==> src/rtl/uart_pkg.sv <==
`timescale 1ns/1ps
// Shared definitions for the vending machine UART transmitter and receivers:
// state encoding, default line parameters and frame geometry.
package uart_pkg;

  localparam int unsigned CLK_FREQ_DEFAULT  = 100_000_000;
  localparam int unsigned BAUD_RATE_DEFAULT = 9_600;
  localparam int unsigned NUM_BIT           = 10;
  localparam int unsigned DATA_BITS         = 8;

  typedef enum logic [1:0] {
    IDLE  = 2'd0,
    START = 2'd1,
    DATA  = 2'd2,
    STOP  = 2'd3
  } tx_state_t;

  // Counter width for a divider of 'ticks' clocks; never narrower than one bit.
  function automatic int unsigned cnt_width(input int unsigned ticks);
    return (ticks > 1) ? $clog2(ticks) : 1;
  endfunction

endpackage

==> src/rtl/uart_baud_tick.sv <==
`timescale 1ns/1ps
// Bit-period divider: counts 0..bit_ticks-1 and flags the last clock of each bit.
// Held at zero while clear is asserted so a new frame always starts on a full bit.
module uart_baud_tick
  import uart_pkg::*;
#(
  parameter int unsigned bit_ticks = CLK_FREQ_DEFAULT / BAUD_RATE_DEFAULT
) (
  input  logic clk,
  input  logic reset_n,
  input  logic clear,
  output logic tick
);

  localparam int unsigned CNT_W = cnt_width(bit_ticks);
  localparam logic [CNT_W-1:0] LAST = CNT_W'(bit_ticks - 1);

  logic [CNT_W-1:0] baud_cnt;

  always_ff @(posedge clk or negedge reset_n) begin
    if (!reset_n) begin
      baud_cnt <= '0;
    end else if (clear || baud_cnt == LAST) begin
      baud_cnt <= '0;
    end else begin
      baud_cnt <= baud_cnt + CNT_W'(1);
    end
  end

  assign tick = !clear && (baud_cnt == LAST);

endmodule

==> src/rtl/uart_transmitter_for_status.sv <==
`timescale 1ns/1ps
// 8N1 UART transmitter for status/ack bytes to the host terminal. A one-entry
// holding register lets the next byte follow the previous stop bit with no gap.
module uart_transmitter_for_status
  import uart_pkg::*;
#(
  parameter int unsigned clk_freq  = CLK_FREQ_DEFAULT,
  parameter int unsigned baud_rate = BAUD_RATE_DEFAULT,
  parameter int unsigned bit_ticks = clk_freq / baud_rate,
  parameter int unsigned num_bit   = NUM_BIT
) (
  input  logic                 clk,
  input  logic                 reset_n,
  input  logic                 tx_valid,
  input  logic [DATA_BITS-1:0] tx_data,
  output logic                 tx_ready,
  output logic                 TxD,
  output logic                 busy
);

  localparam logic [2:0] LAST_BIT = 3'(num_bit - 3);

  tx_state_t            state;
  logic [DATA_BITS-1:0] shift;
  logic [DATA_BITS-1:0] hold;
  logic                 hold_full;
  logic [2:0]           bit_idx;
  logic                 tick;
  logic                 baud_clear;
  logic                 accept;

  assign tx_ready   = !hold_full;
  assign accept     = tx_valid && !hold_full;
  assign busy       = (state != IDLE) || hold_full;
  assign baud_clear = (state == IDLE);

  uart_baud_tick #(
    .bit_ticks(bit_ticks)
  ) u_baud_tick (
    .clk    (clk),
    .reset_n(reset_n),
    .clear  (baud_clear),
    .tick   (tick)
  );

  // Accept and load are mutually exclusive (tx_ready is low while hold is full),
  // so the hold_full updates below never collide.
  always_ff @(posedge clk or negedge reset_n) begin
    if (!reset_n) begin
      state     <= IDLE;
      shift     <= '0;
      hold      <= '0;
      hold_full <= 1'b0;
      bit_idx   <= '0;
      TxD       <= 1'b1;
    end else begin
      if (accept) begin
        hold      <= tx_data;
        hold_full <= 1'b1;
      end
      case (state)
        IDLE: begin
          TxD <= 1'b1;
          if (hold_full) begin
            shift     <= hold;
            hold_full <= 1'b0;
            TxD       <= 1'b0;
            state     <= START;
          end
        end
        START: begin
          if (tick) begin
            bit_idx <= '0;
            TxD     <= shift[0];
            state   <= DATA;
          end
        end
        DATA: begin
          if (tick) begin
            if (bit_idx == LAST_BIT) begin
              TxD   <= 1'b1;
              state <= STOP;
            end else begin
              bit_idx <= bit_idx + 3'd1;
              TxD     <= shift[bit_idx + 3'd1];
            end
          end
        end
        STOP: begin
          if (tick) begin
            if (hold_full) begin
              shift     <= hold;
              hold_full <= 1'b0;
              TxD       <= 1'b0;
              state     <= START;
            end else begin
              TxD   <= 1'b1;
              state <= IDLE;
            end
          end
        end
        default: begin
          TxD   <= 1'b1;
          state <= IDLE;
        end
      endcase
    end
  end

endmodule
==> config.mk <==
export PLATFORM = sky130hd
export DESIGN_NAME = uart_transmitter_for_status
export DESIGN_NICKNAME = d
export VERILOG_FILES = /design/src/rtl/uart_pkg.sv /design/src/rtl/uart_baud_tick.sv /design/src/rtl/uart_transmitter_for_status.sv
export SDC_FILE = /design/constraint.sdc
export NUM_CORES = 1
export LEC_CHECK = 0
export CAP_MARGIN = 25
export CORE_UTILIZATION = 63
export CTS_CLUSTER_DIAMETER = 200
export CTS_CLUSTER_SIZE = 10
export DETAILED_ROUTE_END_ITERATION = 8
export GPL_TIMING_DRIVEN = 0
export PLACE_DENSITY = 0.84
export SYNTH_ARGS = -nofsm -noshare
export SYNTH_HDL_FRONTEND = slang
export SYNTH_SLANG_ARGS = --single-unit
==> constraint.sdc <==
create_clock -name clk -period 5 [get_ports clk]
set_input_delay 1.25 -clock clk [delete_from_list [all_inputs] [get_ports clk]]
set_output_delay 1.25 -clock clk [all_outputs]
set_load 0.02 [all_outputs]
* Yosys cells after proc, flatten, opt, wreduce, memory -nomap -nowiden
Cells that the tools add are included.
** Storage, ports and cells
- Output and inout bits :: 3
- Flip-flop bits (word level) :: 37
- Logic and storage cells :: 62
- Input bits :: 11
** Operators by class
- Equal/unequal tests :: 11
- Add/subtract/negate cells :: 2
- Muxes and demuxes :: 27
- Reductions and logical operators :: 14
- Magnitude comparators :: 1
** Operators by type and width (number)
- 8-bit 2-to-1 mux :: 2
- 8-bit case mux with 2 select lines :: 1
- 14-bit by 1-bit adder with 14-bit output (second input constant) :: 1
- 14-bit == test (second input constant) :: 1
- 14-bit 2-to-1 mux :: 1
- 2-bit inequality test (second input constant) :: 6
- 1-bit 2-to-1 mux :: 10
- 2-bit 2-to-1 mux :: 5
- 3-bit 2-to-1 mux :: 3
- 2-bit case mux with 4 select lines :: 1
- 3-bit case mux with 2 select lines :: 1
- 2-bit nonzero test :: 3
- 5-bit AND reduction :: 1
- 2-bit == test (second input constant) :: 2
- 3-bit by 4-bit less-than comparator with 1-bit output (second input constant) :: 1
- 1-bit case mux with 4 select lines :: 1
- 4-bit AND reduction :: 1
- 3-bit by 1-bit adder with 3-bit output (second input constant) :: 1
- 1-bit binary-select mux with 3-bit select :: 1
- 3-bit == test (second input constant) :: 1
- 3-bit AND reduction :: 1
- 2-bit by 1-bit == test with 1-bit output (second input constant) :: 1
- 1-bit logical AND :: 2
- 1-bit logical NOT :: 2
- 4 further kinds :: 5

* Longest topological paths before layout
- Depth in word-level cells :: 6
- Gate-level depth with buffers :: 8
- Depth with buffers taken out :: 6

* Modules after synthesis
Synthesis repeated with hierarchy kept, for this count alone.
** Second synthesis, totals
- Cell total of the unflattened synthesis :: 164
- Area total of the unflattened synthesis :: 1835.5 µm²
** Modules (own cells, without submodules)
- uart_transmitter_for_status :: area an instance 1121.1 µm², cells each 90, sequential area each 576.8 µm², instances 1
- uart_baud_tick :: area an instance 714.4 µm², cells each 74, sequential area each 350.3 µm², instances 1

* Worst setup path after synthesis
Ideal clock, no wire load.
- Path kind :: register -> output
- From :: reg state[0]
- To :: out busy
- Path slack :: 2.292 ns
- Stages on the path, launching flop included :: 6
- Arrival :: 1.458 ns
- Path buffers :: 2
- Data required time :: 3.750 ns
- Cell sequence :: dfrtp_1 -> inv_1 -> ha_1 -> clkbuf_1 -> clkbuf_1 -> nand2_1
** Between the ends
- Longest elaborated chain between the ends :: 2
** Ends and longest elaborated chain
- start, declared :: RTL line uart_transmitter_for_status.sv:23 : tx_state_t state;
- start signal, assigned :: RTL line uart_transmitter_for_status.sv:50 : state <= IDLE;
- start signal, assigned :: RTL line uart_transmitter_for_status.sv:68 : state <= START;
- start signal, assigned :: RTL line uart_transmitter_for_status.sv:75 : state <= DATA;
- 2-bit nonzero test :: RTL line uart_transmitter_for_status.sv:34 : assign busy = (state != IDLE) || hold_full;
- 1-bit logical OR :: RTL line uart_transmitter_for_status.sv:34
- end, declared :: RTL line uart_transmitter_for_status.sv:18 : output logic busy
No other way between the ends.

* Worst setup path in the final report
Same ends and word-level chain as after synthesis.

==> summary.txt <==
STA
  – Final min period: 3.85 ns
  – Final Hold Violating Endpoints: 0
  – F_max: 260 MHz
  – Worst Max-Slew Pin Slew: 0.810 ns
  – Sum Neg Setup Slack: 0 ns
  – Setup violators final: 0
  – Slew margin rel.: 46.0%
  – Final slew viol count: 0
  – Clock Skews: 0.0183 ns
  – RSZ-0062 raised after global routing: no
  – Post-route clock period utilization: 77.0%
  – Worst setup margin: 1.15 ns

Yosys
  – Adder-Cell Fraction of Synth Area: 4.65%
  – Count of cell types in the netlist: 43
  – Synthesized instance count: 213
  – Complex-gate fraction of the synthesized area: 15.9%
  – Post-Synth Simple-Gate Area: 20.9%
  – Synth warn: 0
  – Mapped Nets: 232
  – Post-synth ARST share: 100%
  – #FFs+latches synth: 37
  – Post-synthesis mux area share: 6.86%
  – Sequential fraction of the synthesis area: 43.1%
  – Xor and xnor area share after synthesis: 4.07%
  – Prevailing post-synth register cell: dfrtp_1
  – Post-synth EDFFs: 0
  – Main combinational cell family by area after synthesis: simple AND/OR/NAND/NOR gates
  – Synthesized area per cell: 10.1 sq um
  – Cell Area, Synth: 0.00215 sq mm

CTS
  – Hold Buf Count CTS: 0
  – Longest Clk Path Bufs: 2
  – H-tree depth: 2
  – Clk_lat worst skew: 0.35 ns
  – Clock sinks: 37
  – CTS tree: built
  – CTS buffer count: 5
  – CTS root buf: clkbuf_4
  – # resized after CTS: 0
  – CTS clk-pin slew, worst paths: 0.10 ns
  – Post-CTS Setup Bufs: 0

Power
  – Clock Power Share: 13.1%
  – PD cells: 522 mW/mm^2
  – P_leak: 0.000961 uW
  – Share of power burned in registers: 38.0%
  – Combinational share of power: 48.9%
  – Switching Share: 42.0%
  – Peak supply drop: 0.000356 V
  – Internal power: 724 uW
  – Sw Pwr: 524 uW

Global route
  – Vias in the first global route: 1709
  – GR Util All Layers: 28.7%
  – First-pass GRT wire length: 7650 microns
  – Initial antenna violation count: 0
  – Largest net degree at the start of global routing: 38
  – GR Overflow Total: 0

Placement
  – GPL Wtd Cong: 0.855
  – Post-detail-place hpwl: 3360 microns
  – Port Buf Inserts: 13
  – DP Worst Slack: 1.55 ns
  – Dpl cells: 270

Route
  – Residual DRC: 0
  – Vias/cell: 6.33
  – Routed Antenna Nets: 0
  – Initial DRC Count: 125
  – Vias: 1753
  – Final wirelength: 4490 microns
  – Drt pass-1 iters: 4
  – DR WL/cell: 16.2 microns

Worst hold path
  – Hold Path Class: reg -> reg

Floorplanning
  – Num ports: 14
  – Die H: 60.5 microns
  – Area of the core: 0.00315 sq mm
  – Cell Rows: 20
  – Die W: 60.5 microns
  – Initial core utilization: 68.3%
  – Die Footprint: 0.00366 sq mm

Finish
  – Fill cell count: 247
  – Commonest non-fill, non-tap cell in the layout: dfrtp_1
  – Ant. Diodes: 0
  – Most frequent cells in the layout: dfrtp_1 (36), nor2_1 (26), nand3_1 (12), clkdlybuf4s50_1 (12), nor4_1 (10)
  – Area grow syn2layout: 11.1%
  – Nets: 252
  – Area of the multi-input gates: 0.00113 sq mm
  – Post-route insts no fill: 277
  – Reg area: 927 sq um
  – Layout cell share with drive strength beyond 1: 15.9%

Flow run
  – Total of max-cap violations: 0

Setup path
  – Crit Path Max Fanout: 10
  – Top delay family on crit path: buffers and inverters
  – WP buf/inv: 4
  – Crit end category: output port
  – WP depth: 6
  – FF-to-FF End: TxD
  – R2r setup slk: 2.86 ns
  – CP max-delay cell: clkdlybuf4s50_1
  – Setup crit end: busy
  – Crit path DAT: 2.60 ns
  – Worst reg2reg path startpoint: bit_idx[1]
  – Crit-path max cell delay: 0.56 ns
  – Worst path most repeated cell: clkbuf_1
  – CP cell instances: inv_1 > ha_1 > clkbuf_1 > clkbuf_1 > nand2_1 > clkdlybuf4s50_1
  – Crit Path Class: reg -> out
  – Worst Setup SP: state[0]
  – Critical Path Source Type: flip-flop
  – Crit path required time: 3.75 ns
  – Worst Reg-to-Reg Cells: 5

Run status
  – Outcome: complete, no violations
==> layer usage <==
layer / global-route usage, % / part of all wire, %
met3: 7.04 / 5.3
met5: 0 / 0
met4: 11.0 / 1.5
met2: 48.5 / 51
met1: 35.5 / 43
==> per-stage QoR <==
stage / hold slack [ns] / total power, uW / area [sq um] / util (%)
global placement: 0.469 / 1040 / 2340 / 74.2
finish: 0.487 / 1250 / 2390 / 75.9
detailed placement: 0.475 / 1080 / 2330 / 74.0
global route: 0.523 / 1340 / 2390 / 75.9
CTS: 0.491 / 1250 / 2390 / 75.9
floorplan: 0.452 / 922 / 2150 / -
==> cell type report <==
class	instances	area share, %
timing repair buffer	13	5.23
tap	44	2.30
sequential	37	38.8
inverter	7	1.10
multi-input combinational	156	47.2
buffer	13	2.98
clock buffer	6	2.14
clock inverter	1	0.314
==> worst min-delay path by stage <==
stage,start,endpoint,cells past startpoint
6_report,u_baud_tick.baud_cnt[0],u_baud_tick.baud_cnt[0],1
5_1_grt,u_baud_tick.baud_cnt[0],u_baud_tick.baud_cnt[0],1
4_1_cts,u_baud_tick.baud_cnt[0],u_baud_tick.baud_cnt[0],1
3_5_place_dp,u_baud_tick.baud_cnt[0],u_baud_tick.baud_cnt[0],1
3_3_place_gp,u_baud_tick.baud_cnt[0],u_baud_tick.baud_cnt[0],1
2_1_floorplan,u_baud_tick.baud_cnt[0],u_baud_tick.baud_cnt[0],1
==> Yosys cell counts, types with 2 or more instances <==
master     number  area (sq um)
a211oi_2        8           100
a21oi_1         5          25.0
and2_1          2          12.5
and4_1          3          26.3
buf_2           3          15.0
buf_4           3          22.5
clkbuf_1        6          22.5
dfrtp_1        36           901
ha_1            8           100
inv_1           6          22.5
mux2_2          8          90.1
mux2i_1         2          20.0
nand2_1         9          33.8
nand2b_1        2          12.5
nand3_1        12          60.1
nand3b_1        2          15.0
nand4_1         5          31.3
nor2_1         26          97.6
nor2b_1         2          12.5
nor3_1          3          15.0
nor4_1         10          62.6
o21ai_0         6          30.0
o221ai_1        2          17.5
o22ai_1         9          56.3
o2bb2ai_1       9          78.8
xnor2_1         5          43.8
xor2_1          5          43.8
==> sequential cells by signal, summed over array words and instances, names as in the netlist <==
register              flops
u_baud_tick.baud_cnt     14
hold_full                 1
state                     2
bit_idx                   3
shift                     8
TxD                       1
hold                      8
==> power by group through the flow <==
stage | combinational, uW | sequential [uW] | clock (uW)
final | 611 | 475 | 163
after global routing | 677 | 486 | 178
after CTS | 606 | 473 | 167
after detailed placement | 603 | 480 | 0
after global placement | 568 | 471 | 0
after floorplan | 461 | 461 | 0
==> kinds of logic (layout without fill, tap and decap cells) <==
kind of cell / Yosys count / count (layout)
DFF: 37 / 37
xor gates and xnor gates: 10 / 10
AOI/OAI and AO/OA: 43 / 43
muxes: 12 / 12
buffers and inverters: 20 / 40
and+or+nand+nor: 83 / 83
adders and majority gates: 8 / 8
No activity file was read; power rests on OpenSTA's default activity.
